`src/rtl/alu_serial_rx.sv`:
```
// Serial frame receiver: assembles {A, B, opcode} from 10-bit parity words into one ALU request.
// Optional parity checking is enabled by defining ALU_SERIAL_RX_PARITY_CHECK_EN.
module alu_serial_rx (
   input  logic       clk,
   input  logic       rst_n,
   input  logic       enable_n,
   input  logic       din,
   output logic [7:0] a,
   output logic [7:0] b,
   output logic [7:0] op,
   output logic [2:0] err,
   output logic       req_valid,
   input  logic       req_ready,
   output logic       overrun
);

   typedef enum logic [1:0] {WAIT_A, WAIT_B, WAIT_CMD} state_e;

   state_e      state_q;
   logic [3:0]  bitcnt_q, bitcnt_d;
   logic [8:0]  shift_q, shift_d;
   logic [7:0]  a_hold_q, b_hold_q;
   logic        frame_q, count_q, par_q;
   logic [7:0]  a_q, b_q, op_q;
   logic [2:0]  err_q;
   logic        valid_q, overrun_q;

   logic [9:0]  word;
   logic        word_done, abort, pbad, is_cmd, xfer, drop;
   logic [7:0]  data;

   always_comb begin
      word      = {shift_q, din};
      is_cmd    = word[9];
      data      = word[8:1];
      word_done = !enable_n && (bitcnt_q == 4'd9);
      abort     = enable_n && (bitcnt_q != 4'd0);
      xfer      = valid_q && req_ready;
      drop      = valid_q && !req_ready;
`ifdef ALU_SERIAL_RX_PARITY_CHECK_EN
      pbad      = ^word;
`else
      pbad      = 1'b0;
`endif
      shift_d   = shift_q;
      bitcnt_d  = '0;
      if (!enable_n) begin
         shift_d  = {shift_q[7:0], din};
         bitcnt_d = word_done ? 4'd0 : 4'(bitcnt_q + 4'd1);
      end
   end

   always_ff @(posedge clk or negedge rst_n) begin
      if (!rst_n) begin
         state_q   <= WAIT_A;
         bitcnt_q  <= '0;
         shift_q   <= '0;
         a_hold_q  <= '0;
         b_hold_q  <= '0;
         frame_q   <= 1'b0;
         count_q   <= 1'b0;
         par_q     <= 1'b0;
         a_q       <= '0;
         b_q       <= '0;
         op_q      <= '0;
         err_q     <= '0;
         valid_q   <= 1'b0;
         overrun_q <= 1'b0;
      end else begin
         bitcnt_q  <= bitcnt_d;
         shift_q   <= shift_d;
         overrun_q <= 1'b0;
         if (xfer)  valid_q <= 1'b0;
         if (abort) frame_q <= 1'b1;
         if (word_done) begin
            if (!is_cmd) begin
               if (pbad) par_q <= 1'b1;
               case (state_q)
                  WAIT_A: begin
                     a_hold_q <= data;
                     state_q  <= WAIT_B;
                  end
                  WAIT_B: begin
                     b_hold_q <= data;
                     state_q  <= WAIT_CMD;
                  end
                  default: count_q <= 1'b1;
               endcase
            end else begin
               // A held bundle not being taken this edge means the new frame is lost.
               if (drop) begin
                  overrun_q <= 1'b1;
               end else begin
                  a_q     <= (state_q == WAIT_A)   ? 8'h00 : a_hold_q;
                  b_q     <= (state_q == WAIT_CMD) ? b_hold_q : 8'h00;
                  op_q    <= data;
                  err_q   <= {frame_q, count_q | (state_q != WAIT_CMD), par_q | pbad};
                  valid_q <= 1'b1;
               end
               frame_q <= 1'b0;
               count_q <= 1'b0;
               par_q   <= 1'b0;
               state_q <= WAIT_A;
            end
         end
      end
   end

   assign a         = a_q;
   assign b         = b_q;
   assign op        = op_q;
   assign err       = err_q;
   assign req_valid = valid_q;
   assign overrun   = overrun_q;

endmodule
```
`config.mk`:
```
export PLATFORM = sky130hd
export DESIGN_NAME = alu_serial_rx
export DESIGN_NICKNAME = d
export VERILOG_FILES = /design/src/rtl/alu_serial_rx.sv
export SDC_FILE = /design/constraint.sdc
export NUM_CORES = 1
export LEC_CHECK = 0
export CORE_ASPECT_RATIO = 0.75
export CORE_MARGIN = 1
export CORE_UTILIZATION = 54
export DETAILED_ROUTE_END_ITERATION = 6
export PLACE_DENSITY = 0.82
export SYNTH_ARGS = -nofsm -noshare
export SYNTH_HDL_FRONTEND = slang
export SYNTH_SLANG_ARGS = --single-unit
export TNS_END_PERCENT = 20
```
`constraint.sdc`:
```
create_clock -name clk -period 2.3 [get_ports clk]
set_clock_uncertainty 0.1 [all_clocks]
set_input_delay 0.46 -clock clk [delete_from_list [all_inputs] [get_ports clk]]
set_output_delay 0.46 -clock clk [all_outputs]
set_load 0.05 [all_outputs]
```
==> impl_results.md <==
* Switching Share at 23.7%
* Sequential area share after synthesis at 60.9%
* Ys Warns at 0
* # rows at 21
* R2R Path End: a_hold_q[0]
* Fmax achieved at 0.482 GHz
* Synth Flop Type: dfrtp_1
* P&R area growth vs syn at 24.5%
* Routed length per instance at 15.5 um
* # resized after CTS at 0
* Hold buffer count at cts at 1
* Area of the core at roughly 4500 um^2
* Critical Path AT at 1.52 ns
* Largest family of logic cells by synthesized area: multiplexers
* Post-synth top area share at 60.9%
* Overall routed net length at 4.47 mm
* Setup crit start kind: flop
* Tightest Pin Transition at 0.522 ns
* Lkg Pwr at 0.00158 uW
* HPWL after DPL at 3.10 mm
* Final setup margin at 0.224 ns
* Vias in the first global route at 1503
* Sequential power share at 51.7%
* Min-Delay Endpoint: a[7]
* # diodes at 0
* Crit-path max cell delay at 0.81 ns
* Final setup fails at 0
* Detailed-route DRC error count at 0
* Status: completed
* Setup TNS at 0 ns
* Synth Net Count at 191
* Final hold vios at 0
* Worst vdd ir at 0.000593 V
* CP endpoint kind: primary output
* Reg-to-reg slack, setup at 0.32 ns
* Pins Over Slew Limit at 0
* Area after DPL at 2900 um^2
* Fin crit share at 90.3%
* Dpl ws at 0.0834 ns
* Compound-Gate Fraction of Synth Area at roughly 2.2%
* DR vias at around 1500
* Inserted Clock Buffers at 9
* Die area at 4920 um^2
* Comb pwr share at 7.0%
* Initial antenna violation count at 0
* RR Startpoint: bitcnt_q[1]
* Root buffer cell: clkbuf_8
* CTS tree: built
* Synth Cell Area at 2510 um^2
* Post-synthesis xor/xnor area fraction at 0%
* CP cell instances: clkdlybuf4s50_1
* Layout cells sized above 1 at a little over a quarter
* Synth cell count leaders: dfrtp_1, mux2_2, mux2_1
* Power per cell area at 755 nW/um^2
* CP bufs+invs at 1
* Post-route total power at 2360 uW
* Critical setup path kind: flop to primary output
* Synthesized flop and latch total at 61
* Synthesized instance count at between 150 and 200
* Clock power frac at 41.3%
* Initial Util at 56.1%
* Dominant cells by area after synthesis: dfrtp_1, mux2_2, mux2_1
* Total grt overflow at 0
* Synth cell types at 27
* Finished Cell Area at ~3100 um^2
* Synth Area per Inst at around 14 um^2
* Sw Pwr at approximately 560 uW
* Post-CTS setup buffers at 0
* Fillers at 313
* Worst EP required at 1.74 ns
* Simple-gate area share of the yosys netlist at 8.93%
* Die width at 80.7 um
* Hold path depth at 1
* Most common cell in the synthesized netlist: dfrtp_1
* Leading area contributor after synthesis: dfrtp_1
* Vias per cell at 5.11
* First-pass GRT wire length at 7.31 mm
* RSZ-0062 raised after global routing: false
* Layout Nets at 234
* Antenna viol nets, final at 0
* CP delay by family, top: buffers and inverters
* Max-Cap Viols at 0
* Largest net degree at the start of global routing at 24
* Clk pin slew, worst setup/hold paths at ~0.070 ns
* Crit-path slowest cell: clkdlybuf4s50_1
* Type of the most critical hold path: flop to flop
* CP max FO at 2
* Crit path time final at 2.08 ns
* Synth Area in Adders at 1.50%
* IO buf count at 32
* Routability Congestion at 0.707
* Clock H-tree levels at 3
* Post-synth EDFFs at 0
* R2R depth at 6
* First-pass iteration count of the detailed router at 4
* Clk sink count at 61
* Drt initial violations at 89
* Mux share of post-synthesis cell area at 22.9%
* Clk Latency, worst-skew pair at 0.34 ns
* Int Power at 1800 uW
* GRT Overall Usage at between 20% and 30%
* Max clock buf depth at 2
* Hold Startpoint: a[7]
* Worst rel slew slack at 65.1%
* Async set-reset flop share out of synthesis at between 90% and 100%
* Die Y at 61.0 um
* Io pins at 34
-- cell usage in the layout, fill, tap and decap left out, drive strengths merged --
cell           instances
clkinv                 3
nand3                  4
nor3b                  1
conb                   1
inv                   11
a21oi                  6
nor3                   1
and4bb                 1
ha                     3
clkbuf                12
nor2                   5
nand2                 11
nand2b                 3
buf                    8
nor2b                  9
dfrtp                 61
or2                    1
bufinv                 1
mux2                  43
o21ai                  1
mux2i                  9
or3b                   1
dlygate4sd3            1
nand3b                 1
a21bo                  2
clkdlybuf4s50         31
-- layout make-up --
cell class / instances / area, um^2 / share of cell area [%]
inverters: 11 / 41.3 / 1.32
flip-flops and latches: 61 / 1530 / 48.9
multi-input cells: 103 / 895 / 28.7
clock buffers: 12 / 165 / 5.29
well taps: 57 / 71.3 / 2.28
repair buffers: 40 / 378 / 12.1
clock inverters: 4 / 45.0 / 1.44
-- registers in the layout, indices dropped and copies added (netlist names) --
name,flops
bitcnt_q,4
shift_q,9
op,8
frame_q,1
b_hold_q,8
a,8
b,8
a_hold_q,8
count_q,1
req_valid,1
state_q,2
err,2
overrun,1
-- through the flow --
| stage | util, % | hold WS (ns) | instances |
|---|---|---|---|
| floorplan | - | 0.0644 | 183 |
| CTS | 69.9 | 0.395 | 288 |
| finish | 69.9 | 0.390 | 288 |
| detailed placement | 65.0 | 0.326 | 271 |
| global placement | 65.0 | 0.313 | 271 |
| global route | 69.9 | 0.403 | 288 |
-- logic make-up after synthesis --
group / after synthesis
flip-flops: 61
multiplexers: 52
AND/OR/NAND/NOR: 38
buffers and inverters: 19
AO/OA/AOI/OAI: 9
adder cells (fa/ha/maj): 3
other: 1
-- metal layers --
layer / track usage [%] / wire length [um] / part of all wire [%] / vias to the layer above
met5: 0 / 0 / 0 / -
met4: 11.0 / 91 / 2.0 / 0
met3: 8.74 / 213 / 4.8 / 11
met2: 33.4 / 2120 / 47 / 31
met1: 26.7 / 2040 / 46 / 726
li1: - / - / - / 704
-- how the worst max path moves through the flow --
stage	end	depth (start not counted)	slack [ns]	startpoint
after detailed placement	a_hold_q[0]	5	0.08	enable_n
final	op[5]	1	0.22	op[5]
after global placement	a_hold_q[5]	5	0.13	enable_n
after floorplan	a[1]	6	0.43	bitcnt_q[0]
after global routing	op[5]	1	0.18	op[5]
after CTS	b[4]	1	0.20	b[4]
-- power by group through the flow --
| stage | Sequential [uW] | Combinational (uW) | Clock, uW |
|---|---|---|---|
| global route | 1230 | 182 | 1040 |
| global placement | 1230 | 156 | 0 |
| floorplan | 1210 | 112 | 0 |
| CTS | 1220 | 167 | 1000 |
| finish | 1220 | 164 | 974 |
| detailed placement | 1240 | 164 | 0 |
Note: power is estimated with default switching activity, not from simulation.
==> variant: new RTL, same flow settings <==
Reset style: synchronous (`rst_n`), changed in one clocked block.
--- a/src/rtl/alu_serial_rx.sv
+++ b/src/rtl/alu_serial_rx.sv
@@ -51,5 +51,5 @@
    end
 
-   always_ff @(posedge clk or negedge rst_n) begin
+   always_ff @(posedge clk) begin
       if (!rst_n) begin
          state_q   <= WAIT_A;
Check against the original RTL: no difference found for any inputs over 10 cycles, from zero or initial values and one cycle with rst_n low; that may be too few to reach the edited logic, so the function may still have changed.
==> variant against the original RTL <==
  * Cell count is 17% higher
  * Synthesized area is 4.7% lower
  * Routed wire length is 0.54% lower
  * Design area is 6.7% lower
  * Setup slack better by 0.024 ns
  * Sequential cell count stayed put
  * Critical path depth stayed put
  * Highest routed layer unchanged
Power is not compared: it rests on default switching activity, and its combinational part moved more than twofold at a synthesized area within 25%.
==> variant: results (changes against the original RTL) <==
The number of library cell types mapped by synthesis is 32 (+19%). The part of the Yosys area used for sequential elements came out at 0.5113 (-0.09752). The mean post-synth cell area came out at 9.710 um2 (-29%). The first-iteration detailed-routing DRC count came out at 169 (+90%). The number of vias in the routed layout came out at 1,727 (+17%). The routed wire length on met3 came out at 301 um (+41%). The met1 routing resource usage after global routing is 0.2828 (+0.01630).

The tree is rooted in a clkbuf_8. By count the netlist is led by dfxtp_1, nand2_1, mux2i_1, nand3_1, nor2_1. The met2 track demand over resource in global routing is 0.3280 (-0.006190).

The total met2 wirelength after detailed routing came out at 1.938 mm (-8.7%). Sorting the synthesized cells by area gives the leading types as dfxtp_1, mux2i_1, nand2_1. In this run the most critical hold path is launched from op[0]. The flow ran to the end, and the final reports show no timing, DRC or antenna violations. The detailed placer's ending HPWL is 2.913 mm (-6.2%). The number of nets in the layout came to 285 (+22%). The met3 track utilization from global routing is 0.1062 (+0.01875). The setup slack of the most critical reg-to-reg path came out at 0.54 ns (+0.22 ns). The number of cells on the worst hold path was 2 (+1). The final instance count without filler cells is 337 (+17%). The overall fraction of global-route tracks in use is 0.2218 (+0.006279). The routability congestion estimate from global placement came to 0.7309 (+3.4%). The number of global-route vias before repair was 1,575 (+4.8%). The final critical-path required period is 2.052 ns (-0.02418 ns). The post-placement setup slack was 0.1745 ns (+0.09118 ns).

In this run the worst setup path begins at b[2]. The remaining max-slew budget at the tightest pin was 0.5040 (-0.1465). The share of async-settable or async-resettable flops after synthesis came out at 0 (-1.000).

The total placed cells including tap cells is 321 (+18%). The endpoint identified for the worst register-to-register timing path is b[0]. The number of filler instances in the final layout came out at 335 (+7.0%). The post-synthesis net count is 254 (+33%).

The maximum number of pins on one net before global-route repair is 28 (+17%). The share of final-layout standard cells stronger than drive strength 1 is 0.07447 (-0.1939).
==> variant: final cells by class <==
| type | instances | area [um2] | share of cell area |
|---|---|---|---|
| Multi-Input combinational cell | 163 | 1062 | 0.3645 |
| Inverter | 4 | 15.01 | 0.005152 |
| Clock buffer | 15 | 156.4 | 0.05367 |
| Sequential cell | 61 | 1221 | 0.4191 |
| Timing Repair Buffer | 38 | 360.3 | 0.1237 |
| Clock inverter | 1 | 30.03 | 0.01030 |
| Tap cell | 55 | 68.82 | 0.02362 |
==> variant: through the flow <==
stage          area [um2]  hold WS, ns  total power, mW
2_1_floorplan        2389       0.3345            1.131
3_3_place_gp         2728       0.3450            1.148
3_5_place_dp         2728       0.3518            1.148
4_1_cts              2914       0.3603            2.060
5_1_grt              2914       0.3782            2.116
6_report             2914       0.3554            2.039
==> variant: worst reg2reg max path, stage by stage, from the launching register on <==
cell and delay [ns]:
dfxtp_1 0.34, inv_1 0.06, ha_1 0.19, and4bb_1 0.26, nand3_2 0.09, buf_4 0.38, mux2i_1 0.26
==> variant: cell families after synthesis <==
kind of cell	count (synthesis)	share of synthesized area
other cells	1	0.001570
simple gates	99	0.1891
flops	61	0.5113
xor+xnor	2	0.007335
buf+inv	22	0.04400
mux	50	0.2095
fa+ha+maj	3	0.01572
compound gates	8	0.02148
==> variant: worst max path at each step <==
stage	end	cells past startpoint
after floorplan	a[0]	4
after global placement	op[1]	5
after detailed placement	op[1]	5
after CTS	b[2]	1
after global routing	err[1]	1
final	b[2]	1
==> variant: report_power, final <==
part	internal [mW]	total [mW]	leakage, nW	switching [mW]
Combinational	0.0199	0.0594	0.737	0.0395
Sequential	1.06	1.07	0.492	0.00393
Clock	0.533	0.914	0.0919	0.381
